===== src/rtl/vending_fsm_core.sv =====
// Vending-machine controller: accumulates coin credit, dispenses one product on select and
// pays change (or refunds the whole credit on cancel) one coin per cycle, largest coin first.
// State and credit live in internal registers; every output is a flop.
// Parameter constraints: PRICE and MAX_CREDIT are multiples of 5, 0 < PRICE <= MAX_CREDIT,
// and 2**CREDIT_W > MAX_CREDIT.
module vending_fsm_core #(
    parameter int unsigned PRICE      = 35,
    parameter int unsigned MAX_CREDIT = 100,
    parameter int unsigned CREDIT_W   = 7
) (
    input  logic                CLK,
    input  logic                RST,
    input  logic [2:0]          coin,
    input  logic                sel,
    input  logic                cancel,
    output logic                dispense,
    output logic                ret_25,
    output logic                ret_10,
    output logic                ret_5,
    output logic                coin_reject,
    output logic [CREDIT_W-1:0] credit,
    output logic                busy
);

    // Binary encoding is the NS/CS vector shared with the state flops.
    typedef enum logic [1:0] {
        StIdle     = 2'b00,
        StCollect  = 2'b01,
        StDispense = 2'b10,
        StChange   = 2'b11
    } state_e;

    // Coin arithmetic uses one extra bit so credit + coin can never wrap.
    localparam int unsigned SumW = CREDIT_W + 1;

    localparam logic [SumW-1:0]     MaxSum  = SumW'(MAX_CREDIT);
    localparam logic [CREDIT_W-1:0] PriceC  = CREDIT_W'(PRICE);
    localparam logic [CREDIT_W-1:0] Val25   = CREDIT_W'(25);
    localparam logic [CREDIT_W-1:0] Val10   = CREDIT_W'(10);
    localparam logic [CREDIT_W-1:0] Val5    = CREDIT_W'(5);

    state_e              state_q, state_d;
    logic [CREDIT_W-1:0] credit_q, credit_d;
    logic                reject_d;

    logic                coin_valid;
    logic                coin_any;
    logic [SumW-1:0]     coin_value;
    logic [SumW-1:0]     coin_sum;
    logic                coin_fits;
    logic [CREDIT_W-1:0] ret_amt;

    logic                dispense_d, ret_25_d, ret_10_d, ret_5_d, busy_d;

    // Decode the coin pulse; anything but a single hot bit is not a coin.
    always_comb begin
        coin_valid = 1'b0;
        coin_value = '0;
        unique case (coin)
            3'b001: begin coin_valid = 1'b1; coin_value = SumW'(5);  end
            3'b010: begin coin_valid = 1'b1; coin_value = SumW'(10); end
            3'b100: begin coin_valid = 1'b1; coin_value = SumW'(25); end
            default: ;
        endcase
        coin_any  = (coin != 3'b000);
        coin_sum  = {1'b0, credit_q} + coin_value;
        coin_fits = (coin_sum <= MaxSum);
    end

    // Coin paid out this CHANGE cycle: largest denomination not exceeding the credit.
    always_comb begin
        if (credit_q >= Val25) begin
            ret_amt = Val25;
        end else if (credit_q >= Val10) begin
            ret_amt = Val10;
        end else begin
            ret_amt = Val5;
        end
    end

    // Next state, next credit and the coin-reject decision.
    always_comb begin
        state_d  = state_q;
        credit_d = credit_q;
        reject_d = 1'b0;
        case (state_q)
            StIdle: begin
                if (coin_valid && coin_fits) begin
                    credit_d = coin_sum[CREDIT_W-1:0];
                    state_d  = StCollect;
                end else if (coin_any) begin
                    reject_d = 1'b1;
                end
            end
            StCollect: begin
                if (cancel) begin
                    state_d  = StChange;
                    reject_d = coin_any;
                end else if (sel && (credit_q >= PriceC)) begin
                    state_d  = StDispense;
                    reject_d = coin_any;
                end else if (coin_valid && coin_fits) begin
                    credit_d = coin_sum[CREDIT_W-1:0];
                end else if (coin_any) begin
                    reject_d = 1'b1;
                end
            end
            StDispense: begin
                credit_d = credit_q - PriceC;
                state_d  = (credit_d != '0) ? StChange : StIdle;
                reject_d = coin_any;
            end
            StChange: begin
                credit_d = credit_q - ret_amt;
                state_d  = (credit_d != '0) ? StChange : StIdle;
                reject_d = coin_any;
            end
            default: begin
                state_d  = StIdle;
                credit_d = '0;
            end
        endcase
    end

    // Output pulses for the coming cycle, derived from the next state and credit.
    always_comb begin
        dispense_d = (state_d == StDispense);
        busy_d     = (state_d == StDispense) || (state_d == StChange);
        ret_25_d   = 1'b0;
        ret_10_d   = 1'b0;
        ret_5_d    = 1'b0;
        if (state_d == StChange) begin
            if (credit_d >= Val25) begin
                ret_25_d = 1'b1;
            end else if (credit_d >= Val10) begin
                ret_10_d = 1'b1;
            end else begin
                ret_5_d = 1'b1;
            end
        end
    end

    // State, credit and output registers; synchronous reset drops any pending change.
    always_ff @(posedge CLK) begin
        if (RST) begin
            state_q     <= StIdle;
            credit_q    <= '0;
            dispense    <= 1'b0;
            ret_25      <= 1'b0;
            ret_10      <= 1'b0;
            ret_5       <= 1'b0;
            coin_reject <= 1'b0;
            busy        <= 1'b0;
        end else begin
            state_q     <= state_d;
            credit_q    <= credit_d;
            dispense    <= dispense_d;
            ret_25      <= ret_25_d;
            ret_10      <= ret_10_d;
            ret_5       <= ret_5_d;
            coin_reject <= reject_d;
            busy        <= busy_d;
        end
    end

    assign credit = credit_q;

endmodule


===== config.mk =====
export PLATFORM = sky130hd
export DESIGN_NAME = vending_fsm_core
export DESIGN_NICKNAME = d
export VERILOG_FILES = /design/src/rtl/vending_fsm_core.sv
export SDC_FILE = /design/constraint.sdc
export NUM_CORES = 1
export LEC_CHECK = 0
export CAP_MARGIN = 5
export CORE_MARGIN = 2
export CORE_UTILIZATION = 55
export DETAILED_ROUTE_END_ITERATION = 8
export HOLD_SLACK_MARGIN = 0.02
export PLACE_DENSITY = 0.79
export SYNTH_ARGS = -nofsm -noshare
export SYNTH_HDL_FRONTEND = slang
export SYNTH_SLANG_ARGS = --single-unit

===== constraint.sdc =====
create_clock -name CLK -period 4.7 [get_ports CLK]
set_clock_uncertainty 0.05 [all_clocks]
set_input_delay 0.94 -clock CLK [delete_from_list [all_inputs] [get_ports CLK]]
set_output_delay 0.94 -clock CLK [all_outputs]
set_load 0.02 [all_outputs]

==> results.ini <==
[synth]
ys_warn_count = 0
syn_nets = 251
ys_seq_elements = 14
syn_inst = 229
netlist_area_sq_um = 1680
synth-async-reset-ratio = 0
synth_edf_count = 0
ys.flop_type = dfxtp_1
synth_cell_types = 55
ys_seq_area_frac = 0.1668
synth.avg_cell_area_sq_um = 7.338

[final_layout]
final_cell_mix = nand2_1, buf_4, nor2_1
drive_gt1_frac = 0.1429
design_area_sq_um = 2096
layout_commonest_cell = nand2_1
fillers = 263
layout.nets = 289
diodes = 0
multi_input_area_sq_um = 1319
final_cells = 299
register_area_sq_um = 280.3
syn_to_final_growth_pct = 24.72

[power_and_ir_drop]
powerDensity_nw_per_um2 = 267.0
p_clk_frac = 0.158
p_comb_frac = 0.590
p_switching_w = 0.0002391
power_frac_seq = 0.252
ir_worst_vdd_mv = 0.1836
intPower_w = 0.0003205
swShare = 0.4273
leakagePower_nw = 0.9211

[placed_design]
dp_hpwl_microns = 3686
place_ws_ps = -174.9
gp_congestion = 1.012
place_area_sq_um = 2043
placed_cells = 294
portBuffers = 19

[critical_path]
path_class = input pin to flip-flop
cp_top_family = compound AO/OA/AOI/OAI gates
start_kind = input pin
path_buf_inv = 5
worst_ep_arrival_time_ps = 4660
slowest_stage = clkdlybuf4s50_1
cp_cell_sequence = clkdlybuf4s50_1, or3b_2, inv_1, ha_1, a21o_1, and4_2, buf_4, o21ai_0, o311a_2, buf_4, a211oi_1, buf_4, a222oi_1, nor4b_2, o21a_1, o21ba_1
reg2reg_from = credit[1]
cp-end-kind = flip-flop
r2r_slack_ps = 480
crit_fanout = 4
cpPeakStageDelay_ps = 520
worstRegToRegCells = 16
crit_required_ps = 4880
crit_top_cell = buf_4
timing.rr.end = ret_5

[detailed_routing]
routedWlPerCell_microns = 15.56
drtAntennaViolNets = 0
met2_length_microns = 2140
num_vias = 1860
wl_met3_microns = 354
dr.pass1.iters = 5
highest-signal-layer = met4
drc_errors = 0
wl_microns = 4653
m1WireLength_microns = 2055
first_iter_violations = 200
via_per_inst = 6.221

[floorplanning]
start_util = 0.5643
placementRows = 20
die_y_microns = 59.28
chipWidth_microns = 59.28
core_area_sq_um = 2978
pin_count = 20
die_area_sq_um = 3514

[timing]
fmax_ghz = 0.2234
finalHoldViolCount = 0
maxSlewViolCount = 0
fin_crit_sh = 0.9523
period_needed_ps = 4476
setup_viol = 0
relSlewSlack = 0.6043
fin_ws_ps = 224.0
worst_pin_slew_ps = 592.8
rsz0062_at_grt = yes
holdWs_ps = 704.2

[global_route]
grt_max_degree = 19
grt_pass1_wl_microns = 7438
grt.total_usage = 0.2782
grt_pass1_vias = 1653
grt-ovfl-total = 0
antenna_found_initial = 0

[clock_network]
cts_tree = done
clk_pin_slew_worst_paths_ps = 80
clk_latency_ps = 290
cts-root-buf = clkbuf_4
clkSinkCount = 14
cts_buffers = 3
cts_buffer_depth = 2
hold_buffers = 0
h-tree-depth = 1

[flow_run]
maxCapViolations = 0

[worst_hold_path]
hp-start = credit[1]
worstHoldPathCells = 4
hp-class = flip-flop to flip-flop
min_to = credit[1]

[status]
outcome = complete, no violations

[through the flow]
| step | TNS, ps | util | power (W) |
|---|---|---|---|
| after floorplan | 0 | - | 0.0003610 |
| after CTS | 0 | 0.6983 | 0.0005556 |
| final | 0 | 0.7038 | 0.0005596 |
| after global routing | -1.896 | 0.7038 | 0.0006034 |
| after global placement | -94.59 | 0.6861 | 0.0004619 |
| after detailed placement | -277.8 | 0.6861 | 0.0004662 |
[repair_timing]
item,CTS,global route
endpoints found under the setup margin,0,3
buffers inserted,0,1
gates resized for setup,0,2
[worst max path at each step]
stage	startpoint	end	slack (ps)	depth (start not counted)
5_1_grt	coin[0]	ret_10	-2	16
3_5_place_dp	coin[0]	ret_10	-170	16
4_1_cts	coin[0]	ret_10	120	16
3_3_place_gp	coin[0]	ret_10	-80	16
2_1_floorplan	credit[1]	ret_10	520	15
6_report	coin[1]	ret_10	220	16
[cell usage after synthesis, types with 3 or more instances]
master | n | area [sq um]
xnor2_1 | 4 | 35.03
clkbuf_1 | 6 | 22.52
nor2_1 | 22 | 82.58
a211oi_1 | 7 | 52.55
mux2i_1 | 3 | 30.03
dfxtp_1 | 14 | 280.3
or2_2 | 4 | 25.02
o211ai_1 | 3 | 22.52
inv_1 | 13 | 48.80
a2111oi_0 | 4 | 35.03
nor2b_1 | 3 | 18.77
a21o_1 | 5 | 37.54
ha_1 | 13 | 162.7
a21oi_1 | 16 | 80.08
o21a_1 | 3 | 22.52
nor3_1 | 8 | 40.04
nand2_1 | 26 | 97.59
xor2_1 | 9 | 78.83
nand3_1 | 4 | 20.02
o21ai_0 | 11 | 55.05
o31ai_1 | 3 | 22.52
[registers in the layout (all words and copies together) (netlist names)]
signal       count
busy             1
coin_reject      1
state_q          1
ret_10           1
ret_5            1
ret_25           1
dispense         1
credit           7
[tightest hold or removal path, cell delays in order (launching register included)]
cell and delay, ps:
dfxtp_1 330, inv_1 100, mux2i_1 140, a21oi_1 80
nor2_1 70
[logic make-up (layout without fill, tap and decap cells)]
kind of cell	count (synthesis)	in the layout	synth area share
flip-flops	14	14	0.1668
AND/OR/NAND/NOR	84	84	0.2465
adder cells (fa/ha/maj)	15	15	0.1206
AO/OA/AOI/OAI	77	77	0.3269
buffers and inverters	23	60	0.05361
XOR/XNOR	13	13	0.06776
multiplexers	3	3	0.01787
[layout make-up]
class,count,area share
Multi-Input combinational cell,192,0.6293
Timing Repair Buffer,43,0.1767
Sequential cell,14,0.1337
Inverter,13,0.02328
Tap cell,33,0.01970
Clock buffer,4,0.01731
[power by group through the flow]
stage                     logic [W]  registers [W]  clock network (W)
after floorplan            0.000209       0.000152                  0
after global placement     0.000318       0.000144                  0
after detailed placement   0.000323       0.000144                  0
after CTS                  0.000324       0.000141          0.0000902
after global routing       0.000366       0.000142          0.0000956
final                      0.000330       0.000141          0.0000883
[metal layers]
metal | GRT usage | vias up
met1 | 0.3770 | 844
met4 | 0.09416 | 0
met3 | 0.05022 | 12
met2 | 0.4427 | 78
met5 | 0 | -
li1 | - | 926
Note: power is estimated with default switching activity, not from simulation.
